==> src/rtl/rob_commit_queue_if.sv <==
`default_nettype none
// ============================================================================
//  Module      : rob_commit_queue_if
//  Description : Dispatch, completion and commit signal bundle of the ROB.
//  Revision    : 1.0
// ============================================================================
interface rob_commit_queue_if #(
   parameter int ADDR_W    = 3,
   parameter int DATA_W    = 16,
   parameter int RF_ADDR_W = 4
);
   logic                 flush;
   logic                 alloc_req;
   logic                 alloc_write_dst;
   logic [RF_ADDR_W-1:0] alloc_rw_addr;
   logic                 alloc_ready;
   logic [ADDR_W-1:0]    alloc_rob_addr;
   logic                 cmp_valid;
   logic [ADDR_W-1:0]    cmp_rob_addr;
   logic [DATA_W-1:0]    cmp_data;
   logic                 commit_valid;
   logic [ADDR_W-1:0]    commit_rob_addr;
   logic                 commit_write;
   logic [RF_ADDR_W-1:0] commit_rw_addr;
   logic [DATA_W-1:0]    commit_data;
   logic                 empty;
   logic                 cmp_err;

   modport master (
      output flush, alloc_req, alloc_write_dst, alloc_rw_addr,
             cmp_valid, cmp_rob_addr, cmp_data,
      input  alloc_ready, alloc_rob_addr, commit_valid, commit_rob_addr,
             commit_write, commit_rw_addr, commit_data, empty, cmp_err
   );

   modport slave (
      input  flush, alloc_req, alloc_write_dst, alloc_rw_addr,
             cmp_valid, cmp_rob_addr, cmp_data,
      output alloc_ready, alloc_rob_addr, commit_valid, commit_rob_addr,
             commit_write, commit_rw_addr, commit_data, empty, cmp_err
   );
endinterface
`default_nettype wire

==> src/rtl/rob_commit_queue.sv <==
`default_nettype none
// ============================================================================
//  Module      : rob_commit_queue
//  Description : Reorder buffer; allocates in order, completes out of order,
//                retires in program order one entry per cycle.
//  Revision    : 1.0
// ============================================================================
module rob_commit_queue #(
   parameter int DEPTH     = 8,
   parameter int ADDR_W    = 3,
   parameter int DATA_W    = 16,
   parameter int RF_ADDR_W = 4
) (
   input  wire logic         clk,
   input  wire logic         n_rst,
   rob_commit_queue_if.slave bus
);
   localparam logic [ADDR_W:0] c_FULL = (ADDR_W+1)'(DEPTH);

   logic [ADDR_W-1:0]    r_head;
   logic [ADDR_W-1:0]    r_tail;
   logic [ADDR_W:0]      r_count;
   logic [DEPTH-1:0]     r_busy;
   logic [DEPTH-1:0]     r_done;
   logic [DEPTH-1:0]     r_wdst;
   logic [RF_ADDR_W-1:0] r_rw   [DEPTH];
   logic [DATA_W-1:0]    r_data [DEPTH];

   logic                 r_commit_valid;
   logic [ADDR_W-1:0]    r_commit_addr;
   logic                 r_commit_write;
   logic [RF_ADDR_W-1:0] r_commit_rw;
   logic [DATA_W-1:0]    r_commit_data;
   logic                 r_cmp_err;

   logic w_alloc_ready;
   logic w_alloc;
   logic w_cmp_open;
   logic w_cmp_ok;
   logic w_cmp_bad;
   logic w_commit;

   assign w_alloc_ready = (r_count < c_FULL);
   assign w_alloc       = bus.alloc_req && w_alloc_ready && !bus.flush;
   // A completion is legal only for an allocated entry that has not yet produced a result.
   assign w_cmp_open    = r_busy[bus.cmp_rob_addr] && !r_done[bus.cmp_rob_addr];
   assign w_cmp_ok      = bus.cmp_valid && !bus.flush && w_cmp_open;
   assign w_cmp_bad     = bus.cmp_valid && !bus.flush && !w_cmp_open;
   assign w_commit      = !bus.flush && r_busy[r_head] && r_done[r_head];

   always_ff @(posedge clk or negedge n_rst) begin
      if (!n_rst) begin
         r_head         <= '0;
         r_tail         <= '0;
         r_count        <= '0;
         r_busy         <= '0;
         r_done         <= '0;
         r_commit_valid <= 1'b0;
         r_commit_addr  <= '0;
         r_commit_write <= 1'b0;
         r_commit_rw    <= '0;
         r_commit_data  <= '0;
         r_cmp_err      <= 1'b0;
      end else if (bus.flush) begin
         r_head         <= '0;
         r_tail         <= '0;
         r_count        <= '0;
         r_busy         <= '0;
         r_done         <= '0;
         r_commit_valid <= 1'b0;
      end else begin
         // Alloc never targets the head while full, and a completion never
         // targets a committing head, so these bit updates cannot collide.
         if (w_alloc) begin
            r_busy[r_tail] <= 1'b1;
            r_done[r_tail] <= 1'b0;
            r_tail         <= r_tail + 1'b1;
         end
         if (w_cmp_ok) begin
            r_done[bus.cmp_rob_addr] <= 1'b1;
         end
         if (w_cmp_bad) begin
            r_cmp_err <= 1'b1;
         end
         r_commit_valid <= w_commit;
         if (w_commit) begin
            r_busy[r_head] <= 1'b0;
            r_done[r_head] <= 1'b0;
            r_head         <= r_head + 1'b1;
            r_commit_addr  <= r_head;
            r_commit_write <= r_wdst[r_head];
            r_commit_rw    <= r_rw[r_head];
            r_commit_data  <= r_data[r_head];
         end
         case ({w_alloc, w_commit})
            2'b10:   r_count <= r_count + 1'b1;
            2'b01:   r_count <= r_count - 1'b1;
            default: r_count <= r_count;
         endcase
      end
   end

   // Payload storage is only meaningful while busy, so it needs no reset.
   always_ff @(posedge clk) begin
      if (w_alloc) begin
         r_wdst[r_tail] <= bus.alloc_write_dst;
         r_rw[r_tail]   <= bus.alloc_rw_addr;
      end
      if (w_cmp_ok) begin
         r_data[bus.cmp_rob_addr] <= bus.cmp_data;
      end
   end

   assign bus.alloc_ready     = w_alloc_ready;
   assign bus.alloc_rob_addr  = r_tail;
   assign bus.empty           = (r_count == '0);
   assign bus.cmp_err         = r_cmp_err;
   assign bus.commit_valid    = r_commit_valid;
   assign bus.commit_rob_addr = r_commit_addr;
   assign bus.commit_write    = r_commit_write;
   assign bus.commit_rw_addr  = r_commit_rw;
   assign bus.commit_data     = r_commit_data;
endmodule
`default_nettype wire

==> src/flat_wrapper.sv <==
// flat-port wrapper written by rule: the top's interface ports become plain ports
module rob_commit_queue_flat 
#(
   parameter int DEPTH     = 8,
   parameter int ADDR_W    = 3,
   parameter int DATA_W    = 16,
   parameter int RF_ADDR_W = 4
)
  (clk, n_rst, bus_flush, bus_alloc_req, bus_alloc_write_dst, bus_alloc_rw_addr, bus_cmp_valid, bus_cmp_rob_addr, bus_cmp_data, bus_alloc_ready, bus_alloc_rob_addr, bus_commit_valid, bus_commit_rob_addr, bus_commit_write, bus_commit_rw_addr, bus_commit_data, bus_empty, bus_cmp_err);
  rob_commit_queue_if #(.ADDR_W(ADDR_W), .DATA_W(DATA_W), .RF_ADDR_W(RF_ADDR_W)) bus_i ();
  input  wire logic clk;
  input  wire logic n_rst;
  input wire logic [$bits(bus_i.flush)-1:0] bus_flush;
  input wire logic [$bits(bus_i.alloc_req)-1:0] bus_alloc_req;
  input wire logic [$bits(bus_i.alloc_write_dst)-1:0] bus_alloc_write_dst;
  input wire logic [$bits(bus_i.alloc_rw_addr)-1:0] bus_alloc_rw_addr;
  input wire logic [$bits(bus_i.cmp_valid)-1:0] bus_cmp_valid;
  input wire logic [$bits(bus_i.cmp_rob_addr)-1:0] bus_cmp_rob_addr;
  input wire logic [$bits(bus_i.cmp_data)-1:0] bus_cmp_data;
  output wire logic [$bits(bus_i.alloc_ready)-1:0] bus_alloc_ready;
  output wire logic [$bits(bus_i.alloc_rob_addr)-1:0] bus_alloc_rob_addr;
  output wire logic [$bits(bus_i.commit_valid)-1:0] bus_commit_valid;
  output wire logic [$bits(bus_i.commit_rob_addr)-1:0] bus_commit_rob_addr;
  output wire logic [$bits(bus_i.commit_write)-1:0] bus_commit_write;
  output wire logic [$bits(bus_i.commit_rw_addr)-1:0] bus_commit_rw_addr;
  output wire logic [$bits(bus_i.commit_data)-1:0] bus_commit_data;
  output wire logic [$bits(bus_i.empty)-1:0] bus_empty;
  output wire logic [$bits(bus_i.cmp_err)-1:0] bus_cmp_err;
  assign bus_i.flush = bus_flush;
  assign bus_i.alloc_req = bus_alloc_req;
  assign bus_i.alloc_write_dst = bus_alloc_write_dst;
  assign bus_i.alloc_rw_addr = bus_alloc_rw_addr;
  assign bus_i.cmp_valid = bus_cmp_valid;
  assign bus_i.cmp_rob_addr = bus_cmp_rob_addr;
  assign bus_i.cmp_data = bus_cmp_data;
  assign bus_alloc_ready = bus_i.alloc_ready;
  assign bus_alloc_rob_addr = bus_i.alloc_rob_addr;
  assign bus_commit_valid = bus_i.commit_valid;
  assign bus_commit_rob_addr = bus_i.commit_rob_addr;
  assign bus_commit_write = bus_i.commit_write;
  assign bus_commit_rw_addr = bus_i.commit_rw_addr;
  assign bus_commit_data = bus_i.commit_data;
  assign bus_empty = bus_i.empty;
  assign bus_cmp_err = bus_i.cmp_err;
  rob_commit_queue #(.DEPTH(DEPTH), .ADDR_W(ADDR_W), .DATA_W(DATA_W), .RF_ADDR_W(RF_ADDR_W)) u_core (.clk(clk), .n_rst(n_rst), .bus(bus_i));
endmodule
==> config.mk <==
export PLATFORM = sky130hd
export DESIGN_NAME = rob_commit_queue_flat
export DESIGN_NICKNAME = d
export VERILOG_FILES = /design/src/rtl/rob_commit_queue_if.sv /design/src/rtl/rob_commit_queue.sv /design/src/flat_wrapper.sv
export SDC_FILE = /design/constraint.sdc
export NUM_CORES = 1
export LEC_CHECK = 0
export ABC_AREA = 1
export ABC_CLOCK_PERIOD_IN_PS = 2090
export BUFFER_PORTS_ARGS = -buffer_cell sky130_fd_sc_hd__buf_2
export CORE_MARGIN = 1.5
export CORE_UTILIZATION = 55
export CTS_BUF_LIST = sky130_fd_sc_hd__clkbuf_8 sky130_fd_sc_hd__clkbuf_16
export CTS_CLUSTER_DIAMETER = 80
export CTS_CLUSTER_SIZE = 24
export DETAILED_ROUTE_END_ITERATION = 16
export PLACE_DENSITY = 0.72
export SLEW_MARGIN = 20
export SYNTH_ARGS = -nofsm -noshare
export SYNTH_HDL_FRONTEND = slang
export SYNTH_SLANG_ARGS = --single-unit
==> constraint.sdc <==
create_clock -name clk -period 2.09 [get_ports clk]
set_input_delay 0.209 -clock clk [delete_from_list [all_inputs] [get_ports clk]]
set_output_delay 0.209 -clock clk [all_outputs]
set_load 0.03 [all_outputs]
# == Word-level counts from Yosys, hierarchy flattened ==
# Memories as Yosys holds them, arrays and structs flattened. A register that Yosys moved wholly into a read port is not among the register bits.
# Index checks and enable logic that the tools add are counted.
# classes
n_addsub,4
n_lt_le_gt_ge,7
eq_ne,2
n_mux,38
bitwise,8
n_reduce_logical,22
# op_table
op,n
8-bit two-way mux,10
8-bit AND,3
8-bit inverter,2
8-bit bitwise OR,2
1-bit binary-select mux with 3-bit select,5
1-bit two-way mux,13
3-bit by 4-bit less-than comparator with 1-bit output (second input constant),3
3-bit two-way mux,4
1-bit logical AND,11
1-bit demux with 3-bit select,3
3-bit by 1-bit >= comparator with 1-bit output (second input constant),3
8-bit bitwise mux,1
4-bit one-hot mux with 2 select lines,1
3-bit by 1-bit adder with 3-bit output (second input constant),2
1-bit logical NOT,5
4-bit by 1-bit adder with 4-bit output (second input constant),1
4-bit logical NOT,1
4-bit less-than comparator (second input constant),1
4-bit two-way mux,1
2-bit AND reduction,2
2-bit nonzero test,2
4-bit by 1-bit subtractor with 4-bit output (second input constant),1
3-bit nonzero test,1
2-bit by 1-bit equality test with 1-bit output (second input constant),1
2 further kinds,2
# word_totals
ff_bits,40
ram_bits,160
in_bits,29
out_inout_bits,31
mem_count,2
# memory_table
memory,words,word_bits,rd,rd_clocked_by_memory_dff,write_ports,line_no,rtl
u_core.r_data,8,16,1,1,1,rob_commit_queue.sv:27,logic [DATA_W-1:0] r_data [DEPTH];
u_core.r_rw,8,4,1,1,1,rob_commit_queue.sv:26,logic [RF_ADDR_W-1:0] r_rw [DEPTH];

# == Depth between registers and ports, before layout ==
# depth
depth_word,14
depth_mapped,17
ltp_nobuf,16

# == Worst setup path before layout ==
# No wires, ideal clock.
# synth_timing
kind,register to register
start,register u_core.r_count[3]
end,register u_core.r_count[3]
setup_time_ps,117
arrival_ps,1851
path_slack_ps,122
path_stages_with_launch,14
path_buffers,0
period_less_slack_ps,1968
path_cell_list,dfrtp_1 -> inv_1 -> nand2_1 -> nor2_1 -> inv_1 -> nand3_2 -> inv_1 -> ha_1 -> inv_1 -> nor2_1 -> nor2_1 -> nand3_1 -> nand3_1 -> nand2_1
# synth_between
elab_chain_cells,6
# synth_lines
item,line_no,rtl
from (decl),rob_commit_queue.sv:22,logic [ADDR_W:0] r_count;
from (signal assigned),rob_commit_queue.sv:96,2'b10: r_count <= r_count + 1'b1;
from (signal assigned),rob_commit_queue.sv:97,2'b01: r_count <= r_count - 1'b1;
from (signal assigned),rob_commit_queue.sv:98,default: r_count <= r_count;
4-bit less-than comparator *,rob_commit_queue.sv:43,assign w_alloc_ready = (r_count < c_FULL);
named net bus_alloc_ready,flat_wrapper.sv:20,output wire logic [$bits(bus_i.alloc_ready)-1:0] bus_alloc_ready;
1-bit logical AND * (2 in series),rob_commit_queue.sv:44,assign w_alloc = bus.alloc_req && w_alloc_ready && !bus.flush;
2-bit by 1-bit equality test with 1-bit output / 2-bit equality test (equally long branches),rob_commit_queue.sv:95,"case ({w_alloc, w_commit})"
4-bit one-hot mux with 2 select lines,rob_commit_queue.sv:95,
4-bit two-way mux,rob_commit_queue.sv:64,end else if (bus.flush) begin
# Mark *: on every way through the listed nets, which the timed path passes. The rest lies on a longest branch.
# A chain may end at the register's enable or synchronous reset.

# == Worst setup path after layout ==
# layout_timing
start,register u_core.r_head[1]
end,register u_core.r_count[3]
# layout_between
elab_chain_cells,7
# layout_lines
item,line_no,rtl
from (decl),rob_commit_queue.sv:20,logic [ADDR_W-1:0] r_head;
from (signal assigned),rob_commit_queue.sv:89,r_head <= r_head + 1'b1;
1-bit binary-select mux with 3-bit select,rob_commit_queue.sv:49,assign w_commit = !bus.flush && r_busy[r_head] && r_done[r_head];
1-bit two-way mux (not written as such),rob_commit_queue.sv:49,
1-bit logical AND,rob_commit_queue.sv:49,
1-bit logical AND *,rob_commit_queue.sv:49,
2-bit by 1-bit equality test with 1-bit output / 2-bit equality test (equally long branches),rob_commit_queue.sv:95,
4-bit one-hot mux with 2 select lines,rob_commit_queue.sv:95,
4-bit two-way mux,rob_commit_queue.sv:64,
# Every way passes the cells marked *; elsewhere a longest branch is shown, timed or not. The select of a mux whose other input is x is not followed.

==> out/metrics.cfg <==
[clocking]
root_buffer=clkbuf_16
clk_pin_slew_ps=90
clk_path_buf_depth=3
clk_latency_ps=480
clock_sinks=220
htree_levels=1
numCtsBuffers=13
cts_tree=built

[global_route]
grt_max_degree=87
grt_pass1_vias=5905
antenna_found_initial=1
track_usage_pct=24.7
grt_pass1_wl_mm=31.6
grt_overflow_total=0

[sta]
setup_viol=0
rsz0062_at_grt=true
timing.fmax_mhz=510
finalCritPeriodShare_pct=93.8
tightestPinTransition_ps=829
drv_slew=0
slew_headroom_pct=44.7
skew_ps=17.3
final-hold-violation-count=0
final.min_clock_period_ps=1960

[critical_path]
endpoint=u_core.r_count[3]
worstRegToRegCells=14
cp_data_arrival_time_ps=2330
cp-startpoint=u_core.r_head[1]
r2r_end=u_core.r_count[3]
r2r_slack_ps=130
cp-start-kind=register
worstSetupPathType=register to register
critPathCaptureType=register
reg2reg_from=u_core.r_head[1]
critPathMaxFanout=5
critical_path_required_ps=2460

[pwr]
max-vdd-ir-drop_mv=1.05
total_leakage_power_nw=3.99
powerDensity_nw_per_um2=758
power_mw=7.73

[drt]
via_per_inst=5.65
dr.pass1.iters=5
via_count=6049
antenna_left=0
avgRoutedWirePerCell_microns=18.8
drt-initial-drc-count=638
wl_mm=20.1
post-route-drc-count=0

[final_layout]
regArea_sq_um=6350
final_common_cell=edfxtp_1
most-common-layout-cells=edfxtp_1, nor2_1, o21ai_0
syn_to_final_growth_pct=14.9
antennaDiodeCount=0
nNetsFinal=883
layout-drive-gt1-share_pct=17.3
fillers=1205
multi_input_area_sq_um=2210
final_util_pct=64.5

[synth]
ys_seq_elements=220
synthXorXnorAreaFrac_pct=0.197
synth_compound_area_share_pct=11.7
ys_types=34
synthCells=764
syn_area_sq_um=8880
synth_top_family_by_area=simple AND/OR/NAND/NOR gates
ys_seq_area_share_pct=71.5
syn_area_per_cell_sq_um=11.6
yosysWarnings=0
synthSimpleGateAreaFrac_pct=11.8
synth_nets=797
synth_fa_ha_area_share_pct=0.564
synthMuxAreaShare_pct=0

[run_status]
status=finished, final reports clean

[floorplan]
die_y_microns=130
die_area_sq_um=16900
core_sq_um=15800
fp.dieW_microns=130
ios=60
rows=46
start_util_pct=56.1

[job]
drv_cap=0

[placed_design]
gp_congestion=0.940
port_buffers=59
dp_hpwl_mm=12.7

[min_path]
hold_path_class=input pin to register

critical path, cell delays in order (launching register included):
cell     delay [ps]
dfrtp_2         480
nand2_2         100
inv_1            80
nand3_1          90
nand3_2         110
nor2_4          140
nand3_4         110
inv_2            80
ha_4            200
inv_2            70
nor2_2           40
nor2_2          100
nand3_1          90
nand3_1         110
nand2_1          60
cells by family (layout without fill, tap and decap cells):
kind of cell             count (synthesis)  in the layout
buffers and inverters                   92            183
adder cells (fa/ha/maj)                  4              4
XOR/XNOR                                 2              2
AO/OA/AOI/OAI                          192            192
flip-flops                             220            220
AND/OR/NAND/NOR                        254            254
stage by stage:
step	instances	TNS [ps]	area, sq um	setup slack [ps]	hold slack (ps)
3_5_place_dp	1038	-95.3	9650	-95.3	238
5_1_grt	1071	-43.8	10200	-38.2	3.12
6_report	1071	0	10200	129	8.61
2_1_floorplan	764	0	8880	122	-86.6
3_3_place_gp	1038	0	9650	57.9	229
4_1_cts	1068	0	10100	1.74	0.512
sequential cells by signal, indices dropped and copies added (netlist names):
name                        flops
u_core.bus.alloc_rob_addr       3
u_core.bus.cmp_err              1
u_core.bus.commit_data         16
u_core.bus.commit_rob_addr      3
u_core.bus.commit_rw_addr       4
u_core.bus.commit_valid         1
u_core.bus.commit_write         1
u_core.r_busy                   8
u_core.r_count                  4
u_core.r_data                 128
u_core.r_done                   8
u_core.r_head                   3
u_core.r_rw                    32
u_core.r_wdst                   8
how the worst min path moves through the flow:
stage	from	end	slack [ps]	cells after the start
3_5_place_dp	n_rst	u_core.bus.commit_rw_addr[3]	240	2
4_1_cts	bus_cmp_data[4]	u_core.r_data[7][4]	0.5	1
2_1_floorplan	n_rst	u_core.bus.alloc_rob_addr[0]	-90	0
3_3_place_gp	n_rst	u_core.bus.commit_rw_addr[0]	230	2
6_report	bus_cmp_data[13]	u_core.r_data[1][13]	9	1
5_1_grt	bus_alloc_write_dst	u_core.r_wdst[0]	3	1
report_power, final:
part	switching [mW]	internal, mW	leakage, nW
logic	0.283	0.121	1.58
clock network	1.37	1.16	0.199
registers	0.0369	4.76	2.22
total	1.69	6.04	3.99
repair_timing:
action,CTS,global route
setup endpoints to repair,1,15
hold buffers,6,0
pin swaps,4,4
buffers inserted,4,2
cloned,0,1
resized for setup,10,18
endpoints found under the hold margin,79,0
metal layers:
layer	global-route usage [%]	routed length, microns
met5	0	12
met4	5.88	339
met3	3.61	1270
met2	41.2	9800
met1	34.8	8720
synth_stat cells (all sizes together):
| cell type | instances | area (sq um) |
|---|---|---|
| edfxtp | 168 | 5040 |
| buf | 16 | 87.6 |
| nand4 | 2 | 12.5 |
| o211ai | 1 | 7.51 |
| xor2 | 2 | 17.5 |
| a21oi | 11 | 55.1 |
| nand2 | 77 | 299 |
| nor2 | 144 | 568 |
| inv | 58 | 220 |
| o21bai | 1 | 7.51 |
| nor4 | 1 | 6.26 |
| o21ai | 132 | 672 |
| a211oi | 1 | 7.51 |
| clkbuf | 18 | 67.6 |
| o21a | 1 | 7.51 |
| or2 | 1 | 6.26 |
| dfrtp | 52 | 1300 |
| nand3 | 27 | 145 |
| a22oi | 1 | 7.51 |
| ha | 4 | 50.1 |
| nand3b | 2 | 15.0 |
| o22ai | 44 | 275 |
final cells by class:
type / count / area share [%]
repair buffers: 105 / 7.57
inverters: 58 / 2.23
flip-flops and latches: 220 / 62.2
multi-input cells: 452 / 21.7
well taps: 216 / 2.65
clock inverters: 7 / 0.405
clock buffers: 13 / 3.19
Note: power is estimated with default switching activity, not from simulation.
